--- src/rtl/mmio_pkg.sv ---
// Shared definitions for the MMIO bus controller: FSM encoding, bus base address
// and default access timeout.
package mmio_pkg;

  typedef enum logic [1:0] {
    StIdle   = 2'd0,
    StDecode = 2'd1,
    StAccess = 2'd2,
    StResp   = 2'd3
  } mmio_state_e;

  localparam logic [31:0] MMIO_BASE       = 32'hFFFF_0000;
  localparam int unsigned DEFAULT_TIMEOUT = 255;

  // Width of an index able to hold 0..n-1, never narrower than one bit.
  function automatic int unsigned idx_width(input int unsigned n);
    return (n > 1) ? $clog2(n) : 1;
  endfunction

endpackage

--- src/rtl/mmio_slv_decode.sv ---
// Checks that exactly one slave claims the address and encodes its index.
module mmio_slv_decode
  import mmio_pkg::*;
#(
  parameter int unsigned NUM_SLV = 4,
  parameter int unsigned IDX_W   = idx_width(NUM_SLV)
) (
  input  logic [NUM_SLV-1:0] i_work,
  output logic [IDX_W-1:0]   o_idx,
  output logic               o_hit,
  output logic               o_multi
);

  // OR of the indices of set bits; only meaningful when exactly one bit is set.
  always_comb begin
    o_idx = '0;
    for (int i = 0; i < NUM_SLV; i++) begin
      if (i_work[i]) begin
        o_idx = o_idx | IDX_W'(i);
      end
    end
  end

  // Clearing the lowest set bit leaves something only when two or more were set.
  assign o_multi = |(i_work & (i_work - NUM_SLV'(1)));
  assign o_hit   = (|i_work) & ~o_multi;

endmodule

--- src/rtl/mmio_bus_ctrl.sv ---
// Single-outstanding MMIO bus master: latches a CPU request, decodes the target
// slave, waits for its done pulse (or a timeout) and returns one ack.
module mmio_bus_ctrl
  import mmio_pkg::*;
#(
  parameter int unsigned NUM_SLV = 4,
  parameter int unsigned TIMEOUT = DEFAULT_TIMEOUT
) (
  input  logic                  i_sys_clk,
  input  logic                  i_rst,
  input  logic                  i_cpu_read,
  input  logic                  i_cpu_write,
  input  logic [31:0]           i_cpu_addr,
  input  logic [31:0]           i_cpu_wdata,
  output logic                  o_cpu_stall,
  output logic                  o_cpu_ack,
  output logic [31:0]           o_cpu_rdata,
  output logic                  o_cpu_buserr,
  output logic                  o_mmio_read,
  output logic                  o_mmio_write,
  output logic [31:0]           o_mmio_addr,
  output logic [31:0]           o_mmio_write_data,
  input  logic [NUM_SLV-1:0]    i_slv_work,
  input  logic [NUM_SLV-1:0]    i_slv_done,
  input  logic [32*NUM_SLV-1:0] i_slv_rdata
);

  localparam int unsigned IdxW = idx_width(NUM_SLV);
  localparam int unsigned CntW = idx_width(TIMEOUT);

  mmio_state_e     r_state, w_state_next;
  logic [CntW-1:0] r_cnt, w_cnt_next;
  logic [IdxW-1:0] r_idx;
  logic            r_is_write;
  logic [31:0]     r_addr, r_wdata, r_rdata;
  logic            r_buserr;

  logic            w_req;
  logic            w_accept;
  logic            w_resp_load;
  logic [31:0]     w_resp_rdata;
  logic            w_resp_err;
  logic [IdxW-1:0] w_dec_idx;
  logic            w_dec_hit;
  logic            w_dec_multi;
  logic [31:0]     w_rdata_arr [NUM_SLV];
  logic [31:0]     w_sel_rdata;

  mmio_slv_decode #(
    .NUM_SLV (NUM_SLV),
    .IDX_W   (IdxW)
  ) u_decode (
    .i_work  (i_slv_work),
    .o_idx   (w_dec_idx),
    .o_hit   (w_dec_hit),
    .o_multi (w_dec_multi)
  );

  always_comb begin
    for (int i = 0; i < NUM_SLV; i++) begin
      w_rdata_arr[i] = i_slv_rdata[32*i +: 32];
    end
  end

  assign w_sel_rdata = w_rdata_arr[r_idx];
  assign w_req       = i_cpu_read | i_cpu_write;

  always_comb begin
    w_state_next = r_state;
    w_cnt_next   = r_cnt;
    w_accept     = 1'b0;
    w_resp_load  = 1'b0;
    w_resp_rdata = '0;
    w_resp_err   = 1'b0;
    unique case (r_state)
      StIdle: begin
        if (w_req) begin
          w_accept     = 1'b1;
          w_state_next = StDecode;
        end
      end
      StDecode: begin
        // w_dec_multi is folded into w_dec_hit; none or several claimants both error out
        if (w_dec_hit) begin
          w_cnt_next   = '0;
          w_state_next = StAccess;
        end else begin
          w_resp_load  = 1'b1;
          w_resp_err   = 1'b1;
          w_state_next = StResp;
        end
      end
      StAccess: begin
        if (i_slv_done[r_idx]) begin
          w_resp_load  = 1'b1;
          w_resp_rdata = r_is_write ? 32'h0 : w_sel_rdata;
          w_state_next = StResp;
        end else if (r_cnt == CntW'(TIMEOUT - 1)) begin
          w_resp_load  = 1'b1;
          w_resp_err   = 1'b1;
          w_state_next = StResp;
        end else begin
          w_cnt_next = r_cnt + CntW'(1);
        end
      end
      StResp: begin
        w_state_next = StIdle;
      end
      default: begin
        w_state_next = StIdle;
      end
    endcase
  end

  always_ff @(posedge i_sys_clk) begin
    if (i_rst) begin
      r_state    <= StIdle;
      r_cnt      <= '0;
      r_idx      <= '0;
      r_is_write <= 1'b0;
      r_addr     <= '0;
      r_wdata    <= '0;
      r_rdata    <= '0;
      r_buserr   <= 1'b0;
    end else begin
      r_state <= w_state_next;
      r_cnt   <= w_cnt_next;
      if (w_accept) begin
        r_addr     <= i_cpu_addr;
        r_wdata    <= i_cpu_wdata;
        r_is_write <= i_cpu_write;
      end
      if (r_state == StDecode) begin
        r_idx <= w_dec_idx;
      end
      if (w_resp_load) begin
        r_rdata  <= w_resp_rdata;
        r_buserr <= w_resp_err;
      end
    end
  end

  assign o_cpu_stall       = ((r_state == StIdle) & w_req) | (r_state == StDecode) |
                             (r_state == StAccess);
  assign o_cpu_ack         = (r_state == StResp);
  assign o_cpu_rdata       = r_rdata;
  assign o_cpu_buserr      = r_buserr;
  assign o_mmio_read       = ((r_state == StDecode) | (r_state == StAccess)) & ~r_is_write;
  assign o_mmio_write      = ((r_state == StDecode) | (r_state == StAccess)) & r_is_write;
  assign o_mmio_addr       = r_addr;
  assign o_mmio_write_data = r_wdata;

endmodule

--- config.mk ---
export PLATFORM = sky130hd
export DESIGN_NAME = mmio_bus_ctrl
export DESIGN_NICKNAME = d
export VERILOG_FILES = /design/src/rtl/mmio_pkg.sv /design/src/rtl/mmio_slv_decode.sv /design/src/rtl/mmio_bus_ctrl.sv
export SDC_FILE = /design/constraint.sdc
export NUM_CORES = 1
export LEC_CHECK = 0
export ABC_AREA = 1
export CORE_AREA = 2 2 118 120
export CTS_BUF_LIST = sky130_fd_sc_hd__clkbuf_4
export CTS_CLUSTER_DIAMETER = 150
export DETAILED_ROUTE_END_ITERATION = 6
export DIE_AREA = 0 0 120 122
export GPL_TIMING_DRIVEN = 1
export PLACE_DENSITY = 0.95
export SLEW_MARGIN = 20
export SYNTH_ARGS = -nofsm -noshare
export SYNTH_HDL_FRONTEND = slang
export SYNTH_SLANG_ARGS = --single-unit
--- constraint.sdc ---
create_clock -name i_sys_clk -period 2.35 [get_ports i_sys_clk]
set_input_delay 0.3525 -clock i_sys_clk [delete_from_list [all_inputs] [get_ports i_sys_clk]]
set_output_delay 0.3525 -clock i_sys_clk [all_outputs]
set_load 0.05 [all_outputs]
==> flow_summary_export.csv, run 1 <==
group,metric,value,unit
floorplanning,die_h,122,µm
power,p_seq_share,28.8,%
routing,drc,0,
cts,cts-root-buf,"clkbuf_4",
yosys,postSynthCellCount,756,
routing,first_pass_iters,5,
yosys,yosys.area_share.simple,27.27,%
global_route,track_usage,24.28,%
floorplanning,fp-row-count,43,
yosys,synth-xor-area-share,0.3364,%
sta,finalClockSkew,0.02166,ns
sta,max_freq,0.4470,GHz
global_route,grt_util_met3,9.223,%
yosys,synth.top_cells.by_area,"dfxtp_1 (42%), nor2_1 (15%), o21ai_0 (12%)",
cts,clock_latency,0.46,ns
routing,vias_per_cell,5.105,
sta,rsz0062_at_grt,"no",
power,switching_share,51.26,%
cts,cts_tree,"built",
sta,tns,0,ns
global_route,grt-busiest-layer,"met2",
layout,antennaDiodeCount,0,
yosys,syn_avg_cell_area,6.888,µm²
place,dpl_cell_area,0.008342,mm²
cts,cts_made_buffers,9,
worst_setup_path,cp-end-kind,"output pin",
sta,setup_viol,0,
sta,final_max_slew_viol_count,0,
floorplanning,core_area,0.01350,mm²
routing,routedWlPerCell,15.72,µm
yosys,synth_compound_area_share,21.41,%
power,leakage,0.003234,µW
routing,vias,6187,
sta,finalHoldViolations,0,
cts,post_cts_buffers,0,
worst_setup_path,arrival,1.88,ns
yosys,yosysTopAreaCellShare,42.29,%
cts,cts_sinks,110,
yosys,syn_nets,966,
layout,final_common_cell,"clkdlybuf4s50_1",
yosys,ys_types,29,
sta,period_minus_slack,2.237,ns
power,internal_power,4515,µW
sta,slew_headroom,60.19,%
cts,clockBufferDepth,2,
floorplanning,initial_core_util,38.56,%
outcome,status,"finished, final reports clean",
routing,drtIter0Drc,386,
layout,fin_area,0.008469,mm²
global_route,grt_overflow,0,
global_route,grt_pass1_vias,5853,
yosys,synth_adder_area_share,1.442,%
cts,clkSlewWorstSetupHoldPaths,0.18,ns
flow_run,maxCapViolations,0,
worst_setup_path,startpoint_type,"register",
global_route,antenna_found_initial,0,
global_route,grt_use_met1,25.38,%
worst_setup_path,cp_max_fo,5,
power,comb_power_share,61.6,%
place,dp_hpwl,14.54,mm
routing,routed_wl,19.05,mm
layout,fin_util,62.72,%
power,p_per_area,1094,mW/mm²
yosys,yosysWarningCount,0,
place,io_buffers,304,
worst_setup_path,critPathRequiredTime,2.00,ns
yosys,syn_area,0.005207,mm²
global_route,grt_pass1_wl,28.40,mm
global_route,grt_use_met2,42.47,%
power,power_switching,4748,µW
floorplanning,die-width,120,µm
layout,drive_above_1_share,4.942,%
place,gp_congestion,0.9171,
yosys,yosysTopAreaCell,"dfxtp_1",
sta,worst_pin_slew,0.5953,ns
layout,final_net_count,1237,
hold_path,hold_class,"in2reg",
sta,period_share,95.20,%
routing,ant_nets,0,
yosys,synth-seq-area-share,42.29,%
power,ir_drop,0.0008179,V
layout,layout_common_cells,"clkdlybuf4s50_1 (299), nor2_1 (203), o21ai_0 (130), dfxtp_1 (109), nand2_1 (78)",
yosys,ys_ff_latch,110,
yosys,synth_top_family_by_area,"simple AND/OR/NAND/NOR gates",
layout,syn_to_final_growth,62.64,%
power,clockPowerShare,9.6,%
cts,cts-htree-levels,3,
global_route,grt_max_degree,67,
worst_setup_path,path_class,"reg2out",
floorplanning,ioPinCount,305,
floorplanning,die_area,0.01464,mm²
yosys,synthMuxAreaShare,0,%
## worst max-delay path, cell delays in order, from the launching register on
cell and delay, ns:
dfxtp_1 0.44, inv_1 0.09, ha_1 0.44, inv_2 0.08, nor2_4 0.19, buf_12 0.17
## cell type report
cell class,instances,area (µm²)
multi-input combinational,566,2638
sequential,110,2203
inverter,25,95.09
clock inverter,7,55.05
timing repair buffer,315,3186
tap,180,225.2
clock buffer,9,67.56
fill,1121,5035
## routing by layer
metal | part of all wire (%) | wire (µm)
met4 | 4.1 | 786
met5 | 0 | 0
met1 | 38 | 7163
met3 | 11 | 2006
met2 | 48 | 9094
## metrics by stage
step	hold slack (ns)	std cells	total power [µW]	setup slack, ns
finish	0.4300	1212	9263	0.1128
global route	0.4507	1212	9795	0.007842
CTS	0.4115	1212	9303	0.04284
detailed placement	0.4558	1196	8401	0.3488
global placement	0.4468	1196	8284	0.4594
floorplan	0.4670	756	6372	0.5615
## final timing paths
kind | start | to | slack (ns) | cells past startpoint
min | i_rst | o_mmio_write_data[5] | 0.43 | 4
max | r_state[0] | o_mmio_read | 0.11 | 5
max reg2reg | r_idx[0] | o_cpu_rdata[1] | 0.46 | 7
min reg2reg | o_cpu_rdata[31] | o_cpu_rdata[31] | 0.48 | 2
## power groups by stage
stage	clock (µW)	sequential [µW]	combinational (µW)
6_report	889	2670	5710
5_1_grt	983	2730	6080
4_1_cts	921	2670	5710
3_5_place_dp	0	2710	5690
3_3_place_gp	0	2680	5610
2_1_floorplan	0	4270	2100
## kinds of logic after synthesis
| logic type | count (synthesis) |
|---|---|
| flops | 110 |
| simple gates | 345 |
| buf+inv | 80 |
| xor+xnor | 2 |
| fa+ha+maj | 6 |
| compound gates | 213 |
## sequential cells by signal, indices dropped and copies added (netlist names)
| name | count |
|---|---|
| r_is_write | 1 |
| o_cpu_rdata | 32 |
| o_cpu_buserr | 1 |
| o_mmio_addr | 32 |
| r_idx | 2 |
| r_state | 2 |
| o_mmio_write_data | 32 |
| r_cnt | 8 |
## Yosys cell counts
cell type and n:
ha_1 6, xor2_1 1, o211ai_1 1, buf_2 15, buf_1 2, nand3_2 4, buf_6 7, a31oi_1 1
nor2_1 204, o22ai_1 32, nand4_1 2, nand3b_1 1, nand2_2 3, nand2_1 79, o21bai_1 2, o21ai_0 130
clkinv_2 1, xnor2_1 1, nand3_1 49, inv_2 3, a21oi_1 45, buf_4 1, clkbuf_1 29, nor2_4 1
clkbuf_2 1, o21ai_1 2, inv_1 21, nand2_4 2, dfxtp_1 110
## what timing repair did
item,CTS,global route
endpoints found under the setup margin,1,1
resized for setup,1,1
hold buffers,0,0
No activity file was read; power rests on OpenSTA's default activity.
==> run 2, diff against run 1 <==
--- a/config.mk
+++ b/config.mk
@@ -12,6 +12,7 @@
 export DETAILED_ROUTE_END_ITERATION = 6
 export DIE_AREA = 0 0 120 122
 export GPL_TIMING_DRIVEN = 1
+export HOLD_SLACK_MARGIN = 0.1
 export PLACE_DENSITY = 0.95
 export SLEW_MARGIN = 20
 export SYNTH_ARGS = -nofsm -noshare
==> constraint.sdc (replaced) <==
create_clock -name i_sys_clk -period 2.35 [get_ports i_sys_clk]
set_input_delay 0.3525 -clock i_sys_clk [delete_from_list [all_inputs] [get_ports i_sys_clk]]
set_output_delay 0.3525 -clock i_sys_clk [all_outputs]
set_load 0.1 [all_outputs]
==> flow_summary_export.csv, run 2 (synthesized netlist as in run 1, its figures left out) <==
group,metric,value,unit
power,ir_drop,0.001157,V
floorplanning,fp-row-count,43,
cts,clkSlewWorstSetupHoldPaths,0.18,ns
worst_setup_path,r2r_cells,7,
sta,worst_pin_slew,0.4742,ns
worst_setup_path,path_class,"reg2out",
cts,cts-htree-levels,3,
hold_path,hold_class,"in2reg",
routing,vias_per_cell,5.132,
sta,finalClockSkew,0.02431,ns
routing,drtIter0Drc,403,
global_route,grt_pass1_vias,5789,
routing,drc,0,
floorplanning,die_area,0.01464,mm²
power,leakage,0.003432,µW
worst_setup_path,critPathRequiredTime,2.00,ns
sta,slew_headroom,68.39,%
sta,tns,0,ns
cts,cts_tree,"built",
cts,cts_made_buffers,9,
routing,routedWlPerCell,15.28,µm
floorplanning,die_h,122,µm
layout,final_net_count,1242,
floorplanning,die-width,120,µm
layout,layout.cells.non_filler,1217,
cts,clockBufferDepth,2,
layout,drive_above_1_share,14.85,%
power,p_per_area,1330,mW/mm²
layout,layout_common_cells,"nor2_1 (203), clkdlybuf4s50_1 (202), o21ai_0 (130), buf_4 (111), dfxtp_1 (109)",
layout,syn_to_final_growth,58.70,%
floorplanning,initial_core_util,38.56,%
worst_setup_path,cp_max_fo,8,
worst_setup_path,arrival,1.82,ns
outcome,status,"finished, final reports clean",
flow_run,maxCapViolations,0,
routing,ant_nets,0,
sta,rsz0062_at_grt,"no",
cts,cts-root-buf,"clkbuf_4",
global_route,grt_pass1_wl,27.95,mm
floorplanning,ioPinCount,305,
sta,max_freq,0.4593,GHz
layout,final_common_cell,"nor2_1",
sta,period_share,92.64,%
cts,clock_latency,0.47,ns
place,io_buffers,304,
sta,holdWs,0.2666,ns
layout,antennaDiodeCount,0,
global_route,grt_overflow,0,
place,dp_cells,1196,
global_route,grt_max_degree,67,
cts,cts_sinks,110,
floorplanning,core_area,0.01350,mm²
global_route,track_usage,23.93,%
sta,setup_viol,0,
global_route,antenna_found_initial,0,
routing,first_pass_iters,5,
sta,final_max_slew_viol_count,0,
sta,finalHoldViolations,0,
hold_path,whs_path_depth,4,
place,dp_hpwl,13.81,mm
worst_setup_path,startpoint_type,"register",
routing,routed_wl,18.60,mm
power,power,10990,µW
sta,period_minus_slack,2.177,ns
worst_setup_path,cp-end-kind,"output pin",
worst_setup_path,r2r_setup_slack,0.42,ns
routing,vias,6246,
place,gp_congestion,0.8627,
==> run 2: cell count changes in the layout (fill, tap and decap cells not counted) <==
cell / previous run / this run
clkbuf_4: 9 / 11
buf_4: 9 / 111
clkinv_1: 1 / 0
clkdlybuf4s50_1: 299 / 202
nor2_4: 2 / 1
nand2_2: 4 / 3
nand2_4: 2 / 3
clkinv_2: 1 / 2
clkinv_4: 2 / 1
nor2_2: 0 / 1
clkinvlp_4: 1 / 0
==> run 2: final timing paths <==
kind / start / end
worst min register to register: o_cpu_rdata[2] / o_cpu_rdata[2]
worst max register to register: r_idx[0] / o_cpu_rdata[17]
worst max-delay path: r_state[0] / o_cpu_stall
worst min-delay path: i_rst / o_mmio_addr[16]
==> run 2: layout make-up <==
type | instances | area (µm²)
Fill cell | 1142 | 5240
Timing Repair Buffer | 320 | 2980
Multi-Input combinational cell | 566 | 2638
Sequential cell | 110 | 2203
Tap cell | 180 | 225.2
Inverter | 25 | 95.09
Clock buffer | 11 | 82.58
Clock inverter | 5 | 40.04
==> run 2: stage by stage <==
stage,instance area [µm²],util (%),setup slack [ns]
3_5_place_dp,8099,59.97,0.3300
5_1_grt,8264,61.20,0.05322
6_report,8264,61.20,0.1730
2_1_floorplan,5207,-,0.2597
3_3_place_gp,8099,59.97,0.3827
4_1_cts,8227,60.92,0.01319
==> run 2: routing by layer <==
layer / part of all wire [%] / track usage (%)
met5: 0 / 0
met4: 3.8 / 12.35
met3: 11 / 8.380
met2: 48 / 41.16
met1: 37 / 26.05
==> run 2: worst max-delay path, stage by stage (launching register included) <==
cell	delay [ns]
dfxtp_1	0.44
inv_1	0.08
ha_1	0.31
inv_2	0.18
nand3_1	0.14
buf_12	0.19
==> run 2: what timing repair did <==
action | in CTS | in global routing
gates cloned | 0 | 0
gates resized for setup | 1 | 1
endpoints found under the setup margin | 1 | 1
setup buffers | 0 | 5
pin swaps | 0 | 1
hold endpoints to repair | 0 | 0
hold buffers | 0 | 0
==> run 2: power breakdown <==
part	internal, µW	total (µW)	leakage, µW	switching (µW)
clock	255	922	0.0000722	667
combinational	1790	7420	0.00245	5630
sequential	2360	2660	0.000904	294
